$ cat config.mk
export PLATFORM = sky130hd
export DESIGN_NAME = l1_prefetch_arbiter_flat
export DESIGN_NICKNAME = d
export VERILOG_FILES = /design/src/rtl/l1_prefetch_arbiter_if.sv /design/src/rtl/l1_prefetch_arbiter.sv /design/src/flat_wrapper.sv
export SDC_FILE = /design/constraint.sdc
export NUM_CORES = 1
export LEC_CHECK = 0
export CAP_MARGIN = 0
export CORE_MARGIN = 2
export CORE_UTILIZATION = 55
export CTS_CLUSTER_DIAMETER = 150
export DETAILED_ROUTE_END_ITERATION = 6
export GPL_TIMING_DRIVEN = 0
export PLACE_DENSITY_LB_ADDON = 0.08
export SKIP_LAST_GASP = 1
export SLEW_MARGIN = 5
export SYNTH_ARGS = -nofsm -noshare
export SYNTH_HDL_FRONTEND = slang
export SYNTH_SLANG_ARGS = --single-unit
export TNS_END_PERCENT = 20
$ cat constraint.sdc
create_clock -name clock -period 5.9 [get_ports clock]
set_input_delay 1.18 -clock clock [delete_from_list [all_inputs] [get_ports clock]]
set_output_delay 1.18 -clock clock [all_outputs]
set_load 0.005 [all_outputs]
$ cat src/rtl/l1_prefetch_arbiter_if.sv
// Bundle of the demand, prefetcher and cache request channels of l1_prefetch_arbiter.
// master = requester/cache side (drives demand, prefetch and mem ready); slave = the arbiter.
interface l1_prefetch_arbiter_if #(
    parameter int ADDR_BITS = 40,
    parameter int TAG_BITS  = 8,
    parameter int CMD_BITS  = 5
);
    // Every channel is valid/ready: a transfer happens in a cycle where both are high;
    // valid and its payload stay stable until that cycle.
    logic                 cpu_req_valid;
    logic                 cpu_req_ready;
    logic [ADDR_BITS-1:0] cpu_req_bits_addr;
    logic [TAG_BITS-1:0]  cpu_req_bits_tag;
    logic [CMD_BITS-1:0]  cpu_req_bits_cmd;

    logic                 pf_valid;
    logic                 pf_ready;
    logic [ADDR_BITS-1:0] pf_bits_addr;
    logic                 pf_bits_write;

    logic                 mem_req_valid;
    logic                 mem_req_ready;
    logic [ADDR_BITS-1:0] mem_req_bits_addr;
    logic [TAG_BITS-1:0]  mem_req_bits_tag;
    logic [CMD_BITS-1:0]  mem_req_bits_cmd;
    logic                 mem_req_is_prefetch;

    logic                 stat_pf_issued;
    logic                 stat_pf_dropped;

    modport master (
        output cpu_req_valid, cpu_req_bits_addr, cpu_req_bits_tag, cpu_req_bits_cmd,
        output pf_valid, pf_bits_addr, pf_bits_write, mem_req_ready,
        input  cpu_req_ready, pf_ready, mem_req_valid, mem_req_bits_addr,
        input  mem_req_bits_tag, mem_req_bits_cmd, mem_req_is_prefetch,
        input  stat_pf_issued, stat_pf_dropped
    );

    modport slave (
        input  cpu_req_valid, cpu_req_bits_addr, cpu_req_bits_tag, cpu_req_bits_cmd,
        input  pf_valid, pf_bits_addr, pf_bits_write, mem_req_ready,
        output cpu_req_ready, pf_ready, mem_req_valid, mem_req_bits_addr,
        output mem_req_bits_tag, mem_req_bits_cmd, mem_req_is_prefetch,
        output stat_pf_issued, stat_pf_dropped
    );
endinterface

$ cat src/rtl/l1_prefetch_arbiter.sv
// Shares the L1 request port between demand requests and deduplicated, line-aligned prefetches.
// Optional: define L1_PREFETCH_DEMAND_FILTER_EN to cancel queued prefetches hit by a demand.
module l1_prefetch_arbiter #(
    parameter int ADDR_BITS    = 40,
    parameter int TAG_BITS     = 8,
    parameter int CMD_BITS     = 5,
    parameter int LINE_SHIFT   = 6,
    parameter int QUEUE_DEPTH  = 4,
    parameter int STARVE_LIMIT = 16,
    parameter logic [TAG_BITS-1:0] PF_TAG = 8'hFF
) (
    input logic clock,
    input logic reset,
    l1_prefetch_arbiter_if.slave bus
);
    localparam int LINE_BITS = ADDR_BITS - LINE_SHIFT;
    localparam int PTR_W     = $clog2(QUEUE_DEPTH);
    localparam int CNT_W     = PTR_W + 1;
    localparam int STV_W     = $clog2(STARVE_LIMIT + 1);
    localparam logic [CNT_W-1:0]    DEPTH_C = CNT_W'(QUEUE_DEPTH);
    localparam logic [STV_W-1:0]    LIMIT_C = STV_W'(STARVE_LIMIT);
    localparam logic [CMD_BITS-1:0] M_PFR   = CMD_BITS'(5'b00010);
    localparam logic [CMD_BITS-1:0] M_PFW   = CMD_BITS'(5'b00011);

    logic [LINE_BITS-1:0]   line_q [QUEUE_DEPTH];
    logic [LINE_BITS-1:0]   line_d [QUEUE_DEPTH];
    logic [QUEUE_DEPTH-1:0] wr_q, wr_d, vld_q, vld_d;
    logic [PTR_W-1:0]       head_q, head_d, tail_q, tail_d;
    logic [CNT_W-1:0]       cnt_q, cnt_d;
    logic [STV_W-1:0]       starve_q, starve_d;
    logic                   issued_q, issued_d, dropped_q, dropped_d;

    logic                 full, head_alloc, head_valid, pf_sel, mem_valid;
    logic                 pf_hs, dup, enq, issue, deq, filt_hit;
    logic [LINE_BITS-1:0] pf_line;

    always_comb begin
        full       = (cnt_q == DEPTH_C);
        head_alloc = (cnt_q != '0);
        head_valid = head_alloc && vld_q[head_q];
        pf_sel     = head_valid && (!bus.cpu_req_valid || starve_q == LIMIT_C);
        mem_valid  = bus.cpu_req_valid || head_valid;
        pf_line    = bus.pf_bits_addr[ADDR_BITS-1:LINE_SHIFT];
        dup = 1'b0;
        for (int i = 0; i < QUEUE_DEPTH; i++) begin
            if (vld_q[i] && line_q[i] == pf_line) dup = 1'b1;
        end
        pf_hs = bus.pf_valid && !full;
        enq   = pf_hs && !dup;
        issue = mem_valid && bus.mem_req_ready && pf_sel;
        // A cancelled head is retired without ever reaching the mem port.
        deq   = issue || (head_alloc && !head_valid);
    end

`ifdef L1_PREFETCH_DEMAND_FILTER_EN
    logic                 cpu_hs;
    logic [LINE_BITS-1:0] cpu_line;
    assign cpu_hs   = bus.cpu_req_valid && !pf_sel && bus.mem_req_ready;
    assign cpu_line = bus.cpu_req_bits_addr[ADDR_BITS-1:LINE_SHIFT];
`endif

    always_comb begin
        line_d   = line_q;
        wr_d     = wr_q;
        vld_d    = vld_q;
        filt_hit = 1'b0;
`ifdef L1_PREFETCH_DEMAND_FILTER_EN
        if (cpu_hs) begin
            for (int i = 0; i < QUEUE_DEPTH; i++) begin
                if (vld_q[i] && line_q[i] == cpu_line) begin
                    vld_d[i] = 1'b0;
                    filt_hit = 1'b1;
                end
            end
        end
`endif
        if (deq) vld_d[head_q] = 1'b0;
        if (enq) begin
            line_d[tail_q] = pf_line;
            wr_d[tail_q]   = bus.pf_bits_write;
            vld_d[tail_q]  = 1'b1;
        end
        head_d = deq ? head_q + PTR_W'(1) : head_q;
        tail_d = enq ? tail_q + PTR_W'(1) : tail_q;
        unique case ({enq, deq})
            2'b10:   cnt_d = cnt_q + CNT_W'(1);
            2'b01:   cnt_d = cnt_q - CNT_W'(1);
            default: cnt_d = cnt_q;
        endcase
        // Counts only demand-won cycles with a live prefetch waiting; holds while a forced grant stalls.
        if (issue || !head_valid)
            starve_d = '0;
        else if (bus.cpu_req_valid && !pf_sel && starve_q != LIMIT_C)
            starve_d = starve_q + STV_W'(1);
        else
            starve_d = starve_q;
        issued_d  = issue;
        dropped_d = (pf_hs && dup) || filt_hit;
    end

    always_ff @(posedge clock) begin
        if (reset) begin
            vld_q     <= '0;
            head_q    <= '0;
            tail_q    <= '0;
            cnt_q     <= '0;
            starve_q  <= '0;
            issued_q  <= 1'b0;
            dropped_q <= 1'b0;
        end else begin
            vld_q     <= vld_d;
            head_q    <= head_d;
            tail_q    <= tail_d;
            cnt_q     <= cnt_d;
            starve_q  <= starve_d;
            issued_q  <= issued_d;
            dropped_q <= dropped_d;
        end
    end

    always_ff @(posedge clock) begin
        line_q <= line_d;
        wr_q   <= wr_d;
    end

    assign bus.pf_ready            = !full;
    assign bus.mem_req_valid       = mem_valid;
    assign bus.cpu_req_ready       = !pf_sel && bus.mem_req_ready;
    assign bus.mem_req_is_prefetch = pf_sel;
    assign bus.mem_req_bits_addr   = pf_sel ? {line_q[head_q], {LINE_SHIFT{1'b0}}}
                                            : bus.cpu_req_bits_addr;
    assign bus.mem_req_bits_tag    = pf_sel ? PF_TAG : bus.cpu_req_bits_tag;
    assign bus.mem_req_bits_cmd    = pf_sel ? (wr_q[head_q] ? M_PFW : M_PFR)
                                            : bus.cpu_req_bits_cmd;
    assign bus.stat_pf_issued      = issued_q;
    assign bus.stat_pf_dropped     = dropped_q;
endmodule

$ cat src/flat_wrapper.sv
// flat-port wrapper written by rule: the top's interface ports become plain ports
module l1_prefetch_arbiter_flat 
#(
    parameter int ADDR_BITS    = 40,
    parameter int TAG_BITS     = 8,
    parameter int CMD_BITS     = 5,
    parameter int LINE_SHIFT   = 6,
    parameter int QUEUE_DEPTH  = 4,
    parameter int STARVE_LIMIT = 16,
    parameter logic [TAG_BITS-1:0] PF_TAG = 8'hFF
)
  (clock, reset, bus_cpu_req_valid, bus_cpu_req_bits_addr, bus_cpu_req_bits_tag, bus_cpu_req_bits_cmd, bus_pf_valid, bus_pf_bits_addr, bus_pf_bits_write, bus_mem_req_ready, bus_cpu_req_ready, bus_pf_ready, bus_mem_req_valid, bus_mem_req_bits_addr, bus_mem_req_bits_tag, bus_mem_req_bits_cmd, bus_mem_req_is_prefetch, bus_stat_pf_issued, bus_stat_pf_dropped);
  l1_prefetch_arbiter_if #(.ADDR_BITS(ADDR_BITS), .TAG_BITS(TAG_BITS), .CMD_BITS(CMD_BITS)) bus_i ();
  input logic clock;
  input logic reset;
  input wire logic [$bits(bus_i.cpu_req_valid)-1:0] bus_cpu_req_valid;
  input wire logic [$bits(bus_i.cpu_req_bits_addr)-1:0] bus_cpu_req_bits_addr;
  input wire logic [$bits(bus_i.cpu_req_bits_tag)-1:0] bus_cpu_req_bits_tag;
  input wire logic [$bits(bus_i.cpu_req_bits_cmd)-1:0] bus_cpu_req_bits_cmd;
  input wire logic [$bits(bus_i.pf_valid)-1:0] bus_pf_valid;
  input wire logic [$bits(bus_i.pf_bits_addr)-1:0] bus_pf_bits_addr;
  input wire logic [$bits(bus_i.pf_bits_write)-1:0] bus_pf_bits_write;
  input wire logic [$bits(bus_i.mem_req_ready)-1:0] bus_mem_req_ready;
  output wire logic [$bits(bus_i.cpu_req_ready)-1:0] bus_cpu_req_ready;
  output wire logic [$bits(bus_i.pf_ready)-1:0] bus_pf_ready;
  output wire logic [$bits(bus_i.mem_req_valid)-1:0] bus_mem_req_valid;
  output wire logic [$bits(bus_i.mem_req_bits_addr)-1:0] bus_mem_req_bits_addr;
  output wire logic [$bits(bus_i.mem_req_bits_tag)-1:0] bus_mem_req_bits_tag;
  output wire logic [$bits(bus_i.mem_req_bits_cmd)-1:0] bus_mem_req_bits_cmd;
  output wire logic [$bits(bus_i.mem_req_is_prefetch)-1:0] bus_mem_req_is_prefetch;
  output wire logic [$bits(bus_i.stat_pf_issued)-1:0] bus_stat_pf_issued;
  output wire logic [$bits(bus_i.stat_pf_dropped)-1:0] bus_stat_pf_dropped;
  assign bus_i.cpu_req_valid = bus_cpu_req_valid;
  assign bus_i.cpu_req_bits_addr = bus_cpu_req_bits_addr;
  assign bus_i.cpu_req_bits_tag = bus_cpu_req_bits_tag;
  assign bus_i.cpu_req_bits_cmd = bus_cpu_req_bits_cmd;
  assign bus_i.pf_valid = bus_pf_valid;
  assign bus_i.pf_bits_addr = bus_pf_bits_addr;
  assign bus_i.pf_bits_write = bus_pf_bits_write;
  assign bus_i.mem_req_ready = bus_mem_req_ready;
  assign bus_cpu_req_ready = bus_i.cpu_req_ready;
  assign bus_pf_ready = bus_i.pf_ready;
  assign bus_mem_req_valid = bus_i.mem_req_valid;
  assign bus_mem_req_bits_addr = bus_i.mem_req_bits_addr;
  assign bus_mem_req_bits_tag = bus_i.mem_req_bits_tag;
  assign bus_mem_req_bits_cmd = bus_i.mem_req_bits_cmd;
  assign bus_mem_req_is_prefetch = bus_i.mem_req_is_prefetch;
  assign bus_stat_pf_issued = bus_i.stat_pf_issued;
  assign bus_stat_pf_dropped = bus_i.stat_pf_dropped;
  l1_prefetch_arbiter #(.ADDR_BITS(ADDR_BITS), .TAG_BITS(TAG_BITS), .CMD_BITS(CMD_BITS), .LINE_SHIFT(LINE_SHIFT), .QUEUE_DEPTH(QUEUE_DEPTH), .STARVE_LIMIT(STARVE_LIMIT), .PF_TAG(PF_TAG)) u_core (.clock(clock), .reset(reset), .bus(bus_i));
endmodule
==> results.yml <==
outcome:
  status: "finished, final reports clean"
synth:
  synthTopCellsByArea: "edfxtp_1, xnor2_1, mux4_2"
  synth_edf_count: 140
  synth.top_cell.area_share: 0.512
  synth_nets: 672
  yosysMostFrequentCell: "edfxtp_1"
  synthFlopType: "edfxtp_1"
  async_reset_ff_frac: 0
  synth_top_area_cell: "edfxtp_1"
  postSynthAreaPerCell_um2: 14.6
  synth_area_um2: 8210
  ys_seq_area_frac: 0.556
  yosys_warnings: 0
  ys_types: 41
  syn_inst: 561
  synth_common_cells: "edfxtp_1, xnor2_1, mux4_2"
  synth-seq-cells: 158
clock_network:
  hold_buffers: 0
  clkTransAtPathRegs_ps: 60
  cts_setup_buffers: 0
  clock-sinks: 158
  clockBufferDepth: 2
  cts-root-buf: "clkbuf_16"
  cts_tree: "built"
  clock_latency_ps: 430
  cts-resized-gates: 0
  cts_buffers: 17
  htreeDepth: 4
final_layout:
  drive_above_1_share: 0.178
  area_growth_pct: 29.0
  design_area_um2: 10600
  fillers: 969
  fin_nets: 845
  diodes: 0
worst_setup_path:
  crit_end: "bus_mem_req_bits_addr[25]"
  ff2ff_setup_slack_ps: 2830
  r2r_start: "u_core.line_q[5]"
  startpoint: "u_core.head_q[1]"
  r2r_end: "u_core.cnt_q[2]"
  crit_slowest_cell: "clkbuf_1"
  path_common_cell: "clkbuf_1"
  cp_data_required_time_ps: 4720
  critPathMaxStageDelay_ps: 730
  crit_path_cell_trace: "clkbuf_1 > clkbuf_1 > mux4_2 > mux2_1 > clkdlybuf4s50_1"
  startpoint_type: "flop"
  worstPathMaxFanout: 10
  worstPathArrival_ps: 3320
  reg2reg_depth: 12
  crit_type: "flop to output pin"
  cp-end-kind: "output pin"
pwr:
  netSwitchingPower_w: 0.00100
  swShare: 0.290
  intPower_w: 0.00245
  seqPwrFrac: 0.404
  p_per_area_nw_per_um2: 326
  p_leak_nw: 3.47
  combPwrFrac: 0.298
  ir_drop_v: 0.000232
  clock_power_share: 0.298
  power_w: 0.00345
placed_design:
  place_ws_ps: 1390
  hpwl_mm: 15.6
  dpl_cell_area_um2: 10000
  io_buffers: 150
  gp_congestion: 0.919
floorplan:
  initial_core_util: 0.565
  chipHeight_um: 126
  ios: 158
  num_rows: 44
  dieArea_um2: 15900
  die_x_um: 126
  core_area_um2: 14500
grt:
  antenna_found_initial: 0
  grt_first_pass_wirelength_mm: 31.8
  grt_pass1_vias: 5481
  gr-total-overflow: 0
  grt_max_degree: 28
  grt_usage: 0.272
detailed_routing:
  wl_per_cell_um: 22.5
  wirelength_mm: 20.9
  drc_errors: 0
  via_count: 5378
  vias_per_cell: 5.78
  ant_nets: 0
  first_iter_violations: 484
  drt-pass1-iter-count: 5
timing:
  hold_ws_ps: 501
  drv_slew: 0
  max_freq_mhz: 222
  post-route-period-util: 0.763
  fin_ws_ps: 1400
  tns_ps: 0
  setup_viol: 0
  relSlewSlack: 0.410
  rsz0062_at_grt: "false"
  clock_skew_ps: 6.67
  post-route-min-period_ps: 4500
  tightest_slew_ps: 885
  hold_viol: 0
flow_run:
  cap_violations: 0
min_path:
  hold_path.class: "flop to flop"
  holdPathStages: 2
[worst max-delay path: cells and delay by family, from the launching register on]
family   cells  cell delay [ps]
flops        1              370
mux          2              740
buf+inv      3             1780
[registers in the layout, summed over array words and instances (netlist names)]
name and flops:
u_core.wr_q 4, u_core.starve_q 5, u_core.bus.stat_pf_issued 1, u_core.bus.stat_pf_dropped 1
u_core.cnt_q 3, u_core.vld_q 4, u_core.tail_q 2, u_core.head_q 2
u_core.line_q 136
[worst min-delay path by stage]
| stage | startpoint | to | slack (ps) |
|---|---|---|---|
| global route | u_core.vld_q[3] | u_core.vld_q[3] | 530 |
| floorplan | u_core.vld_q[2] | u_core.vld_q[2] | 450 |
| CTS | u_core.vld_q[3] | u_core.vld_q[3] | 510 |
| global placement | u_core.cnt_q[2] | u_core.cnt_q[2] | 480 |
| finish | u_core.vld_q[3] | u_core.vld_q[3] | 500 |
| detailed placement | u_core.vld_q[3] | u_core.vld_q[3] | 490 |
[routing by layer]
metal  vias up  global-route usage  routed length (um)
met2       230               0.453               10600
met5         -                   0                   0
met3        30              0.0629                1670
li1       2427                   -                   -
met4         0              0.0640                 251
met1      2691               0.366                8400
[power groups by stage]
stage | combinational (W) | clock [W] | sequential [W]
after floorplan | 0.000613 | 0 | 0.00140
after detailed placement | 0.00103 | 0 | 0.00142
after global routing | 0.00110 | 0.00109 | 0.00140
after global placement | 0.000989 | 0 | 0.00142
final | 0.00103 | 0.00103 | 0.00140
after CTS | 0.00103 | 0.00103 | 0.00139
[cell usage in the layout, fill, tap and decap left out, types with 10 or more instances in the layout]
| cell type | instances |
|---|---|
| clkdlybuf4s50_1 | 150 |
| edfxtp_1 | 140 |
| xnor2_1 | 128 |
| mux4_2 | 36 |
| nand4_1 | 33 |
| clkbuf_2 | 27 |
| mux2_1 | 19 |
| dfxtp_1 | 18 |
| clkbuf_16 | 17 |
| mux2_2 | 16 |
| xor2_1 | 15 |
| nand2_1 | 12 |
| ha_1 | 11 |
| nor2_1 | 10 |
| and2_1 | 10 |
| nand2b_1 | 10 |
[cell families after synthesis]
logic type      count (synthesis)  synth area share
compound gates                 11           0.00976
xor+xnor                      143             0.153
fa+ha+maj                      12            0.0192
buf+inv                        51            0.0316
flops                         158             0.556
mux                            74             0.150
simple gates                  112            0.0805
[layout make-up]
| type | count | area, um2 | share of cell area |
|---|---|---|---|
| multi-input combinational | 352 | 3390 | 0.320 |
| tap | 184 | 230 | 0.0217 |
| buffer | 43 | 229 | 0.0216 |
| clock buffer | 18 | 429 | 0.0405 |
| sequential | 158 | 4560 | 0.431 |
| timing repair buffer | 154 | 1600 | 0.151 |
| inverter | 8 | 30.0 | 0.00284 |
| clock inverter | 14 | 120 | 0.0113 |
[through the flow]
stage | utilization | cells
6_report | 0.729 | 931
5_1_grt | 0.729 | 931
4_1_cts | 0.729 | 931
3_5_place_dp | 0.691 | 899
3_3_place_gp | 0.684 | 895
2_1_floorplan | - | 561
Note: power is estimated with default switching activity, not from simulation.
